$ cat config.mk
export PLATFORM = sky130hd
export DESIGN_NAME = fdiv_arbiter_flat
export DESIGN_NICKNAME = d
export VERILOG_FILES = /design/src/rtl/fdiv_arbiter_pkg.sv /design/src/rtl/fdiv_arbiter_if.sv /design/src/rtl/fdiv_arbiter_rr_pick2.sv /design/src/rtl/fdiv_arbiter.sv /design/src/flat_wrapper.sv
export SDC_FILE = /design/constraint.sdc
export NUM_CORES = 1
export LEC_CHECK = 0
export CORE_ASPECT_RATIO = 0.6
export CORE_MARGIN = 5
export CORE_UTILIZATION = 36
export CTS_CLUSTER_DIAMETER = 30
export DETAILED_ROUTE_END_ITERATION = 10
export PLACE_DENSITY = 0.77
export SKIP_CTS_REPAIR_TIMING = 1
export SLEW_MARGIN = 20
export SYNTH_ARGS = -nofsm -noshare
export SYNTH_HDL_FRONTEND = slang
export SYNTH_HIERARCHICAL = 1
export SYNTH_SLANG_ARGS = --single-unit
$ cat constraint.sdc
create_clock -name clk -period 1.5 [get_ports clk]
set_input_delay 0.375 -clock clk [delete_from_list [all_inputs] [get_ports clk]]
set_output_delay 0.375 -clock clk [all_outputs]
set_load 0.01 [all_outputs]
$ cat src/rtl/fdiv_arbiter_pkg.sv
// fdiv_arbiter_pkg: state encodings and port ids shared by the arbiter files
package fdiv_arbiter_pkg;
    typedef enum logic [1:0] {
        IDLE  = 2'd0,
        ISSUE = 2'd1,
        BUSY  = 2'd2,
        RESP  = 2'd3
    } state_t;
    localparam logic PORT0 = 1'b0;
    localparam logic PORT1 = 1'b1;
endpackage

$ cat src/rtl/fdiv_arbiter_if.sv
// fdiv_arbiter_if: requester and shared-fdiv signals of the arbiter
interface fdiv_arbiter_if #(parameter int DATA_W = 32);
    logic              order0, order1;
    logic              accepted0, accepted1;
    logic              done0, done1;
    logic [DATA_W-1:0] rs1_0, rs2_0, rs1_1, rs2_1;
    logic [DATA_W-1:0] rd0, rd1;
    logic              u_order, u_accepted, u_done;
    logic [DATA_W-1:0] u_rs1, u_rs2, u_rd;
    // environment side: requesters plus the fdiv unit
    modport master (
        output order0, order1, rs1_0, rs2_0, rs1_1, rs2_1, u_accepted, u_done, u_rd,
        input  accepted0, accepted1, done0, done1, rd0, rd1, u_order, u_rs1, u_rs2
    );
    // arbiter side
    modport slave (
        input  order0, order1, rs1_0, rs2_0, rs1_1, rs2_1, u_accepted, u_done, u_rd,
        output accepted0, accepted1, done0, done1, rd0, rd1, u_order, u_rs1, u_rs2
    );
endinterface

$ cat src/rtl/fdiv_arbiter_rr_pick2.sv
// rr_pick2: two-way round-robin pick; on a tie the port that was not granted last wins
module rr_pick2 (
    input  logic [1:0] req,
    input  logic       last,
    output logic [1:0] grant,
    output logic       gid
);
    assign grant = (req == 2'b11) ? (last ? 2'b01 : 2'b10) : req;
    assign gid   = grant[1];
endmodule

$ cat src/rtl/fdiv_arbiter.sv
// fdiv_arbiter: shares one fdiv unit between two requesters, one operation in flight
module fdiv_arbiter
    import fdiv_arbiter_pkg::*;
#(
    parameter int DATA_W = 32
) (
    input logic          clk,
    input logic          rstn,
    fdiv_arbiter_if.slave bus
);
    state_t            r_state, w_next;
    logic              r_gid, r_last;
    logic [DATA_W-1:0] r_rs1, r_rs2, r_rd0, r_rd1;
    logic [1:0]        w_req, w_grant, w_accept, w_done;
    logic              w_gid, w_u_order, w_cap, w_take;

    assign w_req = {bus.order1, bus.order0};

    rr_pick2 u_pick (
        .req   (w_req),
        .last  (r_last),
        .grant (w_grant),
        .gid   (w_gid)
    );

    // state register
    always_ff @(posedge clk or negedge rstn) begin
        if (!rstn) r_state <= IDLE;
        else       r_state <= w_next;
    end

    // next-state logic
    always_comb begin
        w_next = r_state;
        case (r_state)
            IDLE:    if (|w_req) w_next = ISSUE;
            ISSUE:   if (bus.u_accepted) w_next = bus.u_done ? RESP : BUSY;
            BUSY:    if (bus.u_done) w_next = RESP;
            RESP:    w_next = IDLE;
            default: w_next = IDLE;
        endcase
    end

    // outputs decoded from state; accept is gated by reset so it reads 0 while rstn is low
    always_comb begin
        w_take    = (r_state == IDLE) && rstn && (|w_req);
        w_accept  = w_take ? w_grant : 2'b00;
        w_u_order = (r_state == ISSUE);
        w_done    = (r_state == RESP) ? ((r_gid == PORT1) ? 2'b10 : 2'b01) : 2'b00;
        w_cap     = ((r_state == ISSUE) && bus.u_accepted && bus.u_done) ||
                    ((r_state == BUSY) && bus.u_done);
    end

    // operand latch on accept, result capture into the owning port's register
    always_ff @(posedge clk or negedge rstn) begin
        if (!rstn) begin
            r_gid  <= PORT0;
            r_last <= PORT1;
            r_rs1  <= '0;
            r_rs2  <= '0;
            r_rd0  <= '0;
            r_rd1  <= '0;
        end else begin
            if (w_take) begin
                r_gid  <= w_gid;
                r_last <= w_gid;
                r_rs1  <= (w_gid == PORT1) ? bus.rs1_1 : bus.rs1_0;
                r_rs2  <= (w_gid == PORT1) ? bus.rs2_1 : bus.rs2_0;
            end
            if (w_cap && r_gid == PORT0) r_rd0 <= bus.u_rd;
            if (w_cap && r_gid == PORT1) r_rd1 <= bus.u_rd;
        end
    end

    assign bus.accepted0 = w_accept[0];
    assign bus.accepted1 = w_accept[1];
    assign bus.done0     = w_done[0];
    assign bus.done1     = w_done[1];
    assign bus.u_order   = w_u_order;
    assign bus.u_rs1     = r_rs1;
    assign bus.u_rs2     = r_rs2;
    assign bus.rd0       = r_rd0;
    assign bus.rd1       = r_rd1;
endmodule

$ cat src/flat_wrapper.sv
// flat-port wrapper written by rule: the top's interface ports become plain ports
module fdiv_arbiter_flat import fdiv_arbiter_pkg::*;
#(
    parameter int DATA_W = 32
)
  (clk, rstn, bus_order0, bus_order1, bus_rs1_0, bus_rs2_0, bus_rs1_1, bus_rs2_1, bus_u_accepted, bus_u_done, bus_u_rd, bus_accepted0, bus_accepted1, bus_done0, bus_done1, bus_rd0, bus_rd1, bus_u_order, bus_u_rs1, bus_u_rs2);
  fdiv_arbiter_if #(.DATA_W(DATA_W)) bus_i ();
  input logic clk;
  input logic rstn;
  input wire logic [$bits(bus_i.order0)-1:0] bus_order0;
  input wire logic [$bits(bus_i.order1)-1:0] bus_order1;
  input wire logic [$bits(bus_i.rs1_0)-1:0] bus_rs1_0;
  input wire logic [$bits(bus_i.rs2_0)-1:0] bus_rs2_0;
  input wire logic [$bits(bus_i.rs1_1)-1:0] bus_rs1_1;
  input wire logic [$bits(bus_i.rs2_1)-1:0] bus_rs2_1;
  input wire logic [$bits(bus_i.u_accepted)-1:0] bus_u_accepted;
  input wire logic [$bits(bus_i.u_done)-1:0] bus_u_done;
  input wire logic [$bits(bus_i.u_rd)-1:0] bus_u_rd;
  output wire logic [$bits(bus_i.accepted0)-1:0] bus_accepted0;
  output wire logic [$bits(bus_i.accepted1)-1:0] bus_accepted1;
  output wire logic [$bits(bus_i.done0)-1:0] bus_done0;
  output wire logic [$bits(bus_i.done1)-1:0] bus_done1;
  output wire logic [$bits(bus_i.rd0)-1:0] bus_rd0;
  output wire logic [$bits(bus_i.rd1)-1:0] bus_rd1;
  output wire logic [$bits(bus_i.u_order)-1:0] bus_u_order;
  output wire logic [$bits(bus_i.u_rs1)-1:0] bus_u_rs1;
  output wire logic [$bits(bus_i.u_rs2)-1:0] bus_u_rs2;
  assign bus_i.order0 = bus_order0;
  assign bus_i.order1 = bus_order1;
  assign bus_i.rs1_0 = bus_rs1_0;
  assign bus_i.rs2_0 = bus_rs2_0;
  assign bus_i.rs1_1 = bus_rs1_1;
  assign bus_i.rs2_1 = bus_rs2_1;
  assign bus_i.u_accepted = bus_u_accepted;
  assign bus_i.u_done = bus_u_done;
  assign bus_i.u_rd = bus_u_rd;
  assign bus_accepted0 = bus_i.accepted0;
  assign bus_accepted1 = bus_i.accepted1;
  assign bus_done0 = bus_i.done0;
  assign bus_done1 = bus_i.done1;
  assign bus_rd0 = bus_i.rd0;
  assign bus_rd1 = bus_i.rd1;
  assign bus_u_order = bus_i.u_order;
  assign bus_u_rs1 = bus_i.u_rs1;
  assign bus_u_rs2 = bus_i.u_rs2;
  fdiv_arbiter #(.DATA_W(DATA_W)) u_core (.clk(clk), .rstn(rstn), .bus(bus_i));
endmodule
== After elaboration in Yosys (flattened, before gate mapping) ==
Index checks and enable logic that the tools add are counted.
Storage, ports and cells
  register bits: 132
  bits of input ports: 166
  output and inout bits: 133
  logic and storage cells: 38
Cells by class
  eq/ne operators: 7
  muxes and demuxes: 12
  bitwise gates (word level): 1
  reductions and logical operators: 11
Operators by type and width (count)
  32-bit 2-to-1 mux: 2
  2-bit 2-to-1 mux: 8
  2-bit case mux with 4 select lines: 1
  1-bit logical AND: 7
  2-bit equality test, second input constant: 3
  2-bit != test, second input constant: 3
  3-bit AND reduction: 1
  2-bit by 1-bit equality test with 1-bit output, second input constant: 1
  2-bit logical NOT: 1
  2-bit OR reduction: 1
  1-bit logical OR: 1
  1-bit 2-to-1 mux: 1
  1-bit inverter: 1

== Longest topological paths before layout ==
Gate-level depths: netlist of the first run.
  depth in word-level cells: 5
  depth in mapped cells: 7
  depth with buffers taken out: 5

== By module ==
Netlist of the first run, hierarchy kept.
By module, submodules not included
  fdiv_arbiter: times used 1, cells each 446, area each 5629.1 um2, sequential area each 3304.4 um2
  rr_pick2: times used 1, cells each 4, area each 26.3 um2, sequential area each 0.0 um2

== Least setup slack after synthesis of the first run ==
No wires, ideal clock.
  path kind: reg2reg
  from: reg u_core.r_state[1]
  to: reg u_core.r_rd0[12] (netlist: u_core/bus.rd0[12])
  setup time: 125 ps
  arrival time: 1640 ps
  data required time: 1375 ps
  slack: -265 ps
  stages on the path, launching flop included: 7
  path buffers: 1
  clock period less this slack: 1765 ps
  cell sequence: dfrtp_1 inv_1 ha_1 a21oi_2 nor3b_4 buf_6 mux2_2
On the way
  cells in the longest elaborated chain, start to end: 5
RTL lines
  from (decl): line fdiv_arbiter.sv:11  | state_t r_state, w_next;
  from (signal assigned): line fdiv_arbiter.sv:29  | else r_state <= w_next;
  2-bit by 1-bit equality test with 1-bit output
  net bus_u_order: line flat_wrapper.sv:25  | output wire logic [$bits(bus_i.u_order)-1:0] bus_u_order;
  1-bit logical AND (2 in a row): line fdiv_arbiter.sv:50  | w_cap = ((r_state == ISSUE) && bus.u_accepted && bus.u_done) ||
  1-bit logical OR: line fdiv_arbiter.sv:50
  1-bit logical AND: line fdiv_arbiter.sv:70  | if (w_cap && r_gid == PORT0) r_rd0 <= bus.u_rd;
  to (signal assigned): line fdiv_arbiter.sv:70
  to (decl): line fdiv_arbiter.sv:13  | logic [DATA_W-1:0] r_rs1, r_rs2, r_rd0, r_rd1;
The timed path passes the listed nets, and every way through them passes these cells.
A chain may end at the register's enable or synchronous reset.

== Final worst setup path of the first run ==
  from: reg u_core.r_state[0]
  to: reg u_core.r_rd0[0] (netlist: u_core/bus.rd0[0])
On the way
  cells in the longest elaborated chain, start to end: 5
RTL lines (line)
  2-bit by 1-bit equality test with 1-bit output: fdiv_arbiter.sv:50
  1-bit logical AND (2 in a row): fdiv_arbiter.sv:50
  1-bit logical OR *: fdiv_arbiter.sv:50
  1-bit logical AND *: fdiv_arbiter.sv:70
Every way passes the cells marked *; elsewhere a longest branch is shown, timed or not.

==> run metrics, run 1 <==
Critical Path Start Type flip-flop; Syn Area/Cell between 10 and 15 um^2; CTS sink cnt ~130; Pleak about 6 nW; via/cell ratio slightly below 5; FP Rows 35; CTS H-tree lvls 4; pin count of the biggest net entering global routing slightly above 80; Die Area 18,400 um^2; sequential area share after synthesis 58.4%; Final setup viols around 120; 1st-iter DRT viols about 150; CTS Buf Count 17; Clock Power Share between 20 and 25%; failing checks setup timing; clk_lat worst skew about 0.40 ns; final wirelength roughly 21,000 um; core area 15,400 um^2; Reg clk slew, reported paths 0.06 ns; reg2reg setup slack -0.37 ns; Worst slew margin about 57%; RSZ-0062 raised after global routing yes; Ports 299; Critical Path End Type flip-flop; Buffers & Inverters on Critical Path 3; Internal Power between 10 and 15 mW; GP Congestion around 0.86; ant diodes 0; vias in the first global route ~5,000; area grow syn2layout 89.3%; utilization after layout a little under 70%; first-pass GRT wire length about 27,000 um; switch share between 30 and 40%; die width between 150 and 200 um; Peak VDD IR 0.00103 V; Synth async-reset ratio between 90% and 100%; Fin. Hold Viols 0; Synthesis Warnings 6; prevailing post-synth register cell dfrtp_1; PortBufs about 300; Syn Inst Count between 400 and 500; slowest cell on the critical path dfrtp_1; grt ovf 0; Pwr Total 19.9 mW; worst flop-to-flop path endpoint u_core/bus.rd0[0]; final clock skew roughly 0.0087 ns; R2R cell count 7; DRC viols 0; kind of critical path flip-flop to flip-flop; WL/cell around 21 um; Post-synth EDFFs 0; Max Clock Freq about 0.53 GHz; Antenna Violating Nets Remaining 0; initial antenna violation count 0; status finished, violations left; CP cell instances inv_2, buf_6, ha_4, a21oi_4, nor3b_4, buf_6, mux2_2; Initial Util 36.8%; Psw between 6 and 7 mW; synth unique cells 26; Period minus WS final between 1.5 and 2 ns; dpl hpwl 14,000 um; final net count roughly 960; Tcrit/Tclk final 125%; Die H 107 um; Total Routing Usage GR between 10% and 20%; MaxCap Viol Count 0; combinational fraction of design power between 40% and 50%; CTS Root Cell clkbuf_16; critical path's top delay family buffers and inverters; FF-to-FF Start u_core/r_state[0]; fin. max-slew vios 0; power per cell area roughly 1900 nW/um^2; Detailed Routing Iterations Pass 1 4; CP max stage delay roughly 0.40 ns; CP max FO 8; Clock Path Buffers 2; proportion of layout cells with a drive suffix above 1 20.8%; sequential share of power 31.3%; TritonCTS clock tree done; type of the worst min-delay path input port to asynchronous set/reset pin; worst setup margin -0.374 ns; most used cell along the critical path buf_6; register bit total from synthesis approximately 130; syn nets roughly 620; Slew @ Worst Pin around 0.64 ns; CP arrival 2.15 ns; worst endpoint required time approximately 1.8 ns; area of the mapped netlist between 5000 and 6000 um^2; Worst Setup SP u_core/r_state[0]; via count between 4,000 and 5,000; fillers between 1,000 and 1,500
[power by group through the flow]
stage	Combinational, mW	Clock, mW	Sequential (mW)
2_1_floorplan	2.56	0	6.98
3_3_place_gp	8.15	0	6.16
3_5_place_dp	8.37	0	6.28
4_1_cts	8.39	4.54	6.25
5_1_grt	9.85	4.70	6.46
6_report	9.26	4.45	6.24
[layout by cell type (no fill, tap or decap), types with 2 or more instances in the layout]
master / n
buf_4: 22
ha_1: 2
buf_12: 4
inv_6: 4
mux2i_1: 59
mux2_4: 44
bufinv_16: 4
clkinv_4: 4
nor2b_1: 2
o21ai_1: 16
nand2_1: 68
clkbuf_16: 27
o21ai_0: 48
inv_2: 2
mux2_2: 14
buf_6: 9
clkbuf_2: 3
dlymetal6s2s_1: 130
ha_4: 3
nor2_1: 2
dfrtp_1: 131
buf_16: 4
mux2_1: 7
clkdlybuf4s50_1: 162
mux2i_2: 5
inv_1: 3
nor2_4: 2
buf_8: 4
[worst min-delay path: stages]
cell and delay (ns):
buf_6 0.09, buf_4 0.15, buf_4 0.40
[flip-flops by register name, indices dropped and copies added (netlist names)]
name              flops
u_core/bus.rd1       32
u_core/r_last         1
u_core/bus.rd0       32
u_core/r_gid          1
u_core/bus.u_rs1     32
u_core/bus.u_rs2     32
u_core/r_state        2
[cells in the mapped netlist, drive strengths merged, types with 2 or more instances]
| library cell | instances | area [um^2] |
|---|---|---|
| clkbuf | 5 | 18.8 |
| nand2 | 68 | 255 |
| nor2b | 3 | 18.8 |
| ha | 5 | 62.6 |
| inv | 5 | 18.8 |
| mux2 | 65 | 732 |
| buf | 23 | 146 |
| mux2i | 64 | 641 |
| a211oi | 2 | 15.0 |
| a21boi | 2 | 15.0 |
| o21ai | 64 | 320 |
| nor2 | 4 | 15.0 |
| dfrtp | 131 | 3280 |
[layout make-up]
cell class | instances | area, um^2 | share of cell area (%)
multi-input cells | 285 | 2440 | 22.8
clock inverters | 13 | 198 | 1.85
inverters | 5 | 18.8 | 0.175
well taps | 203 | 254 | 2.37
clock buffers | 18 | 439 | 4.10
flip-flops and latches | 132 | 3300 | 30.9
repair buffers | 350 | 4050 | 37.8
[cell families (layout without fill, tap and decap cells)]
family	Yosys count	count (layout)	synth area share, %
flip-flops	132	132	58.4
multiplexers	129	129	24.3
AND/OR/NAND/NOR	78	78	5.91
AO/OA/AOI/OAI	73	73	7.04
buffers and inverters	33	386	3.25
adder cells (fa/ha/maj)	5	5	1.11
[through the flow]
step / hold slack, ns / TNS [ns] / setup slack (ns) / cells / cell area (um^2)
floorplan: 0.0794 / -10.20 / -0.169 / 450 / 5700
global placement: 0.348 / -60.81 / -0.667 / 950 / 9050
detailed placement: 0.358 / -65.91 / -0.680 / 950 / 9050
CTS: -0.0764 / -54.74 / -0.759 / 981 / 9690
global route: 0.230 / -29.29 / -0.427 / 1006 / 10700
finish: 0.189 / -21.50 / -0.374 / 1006 / 10700
[metal layers]
metal / vias to the layer above / wire length, um / global-route usage (%)
met5: - / 0 / 0
met4: 0 / 377 / 4.82
met3: 28 / 1870 / 7.04
met2: 205 / 10300 / 32.9
met1: 2418 / 8290 / 21.7
li1: 2262 / - / -
[worst max-delay path by stage]
stage               slack, ns            endpoint  cells past startpoint
global placement        -0.67       bus_accepted1                      6
global route            -0.43   u_core/bus.rd0[0]                      7
detailed placement      -0.68       bus_accepted0                      5
finish                  -0.37   u_core/bus.rd0[0]                      7
floorplan               -0.17  u_core/bus.rd0[12]                      6
CTS                     -0.76       bus_accepted0                      5
Power figures use the tool's default switching activity.
==> run 2: changes to the inputs <==
- HOLD_SLACK_MARGIN: unset -> 0.03
==> results of run 2 <==
The final DEF is identical to that of run 1; final timing and power are the same.
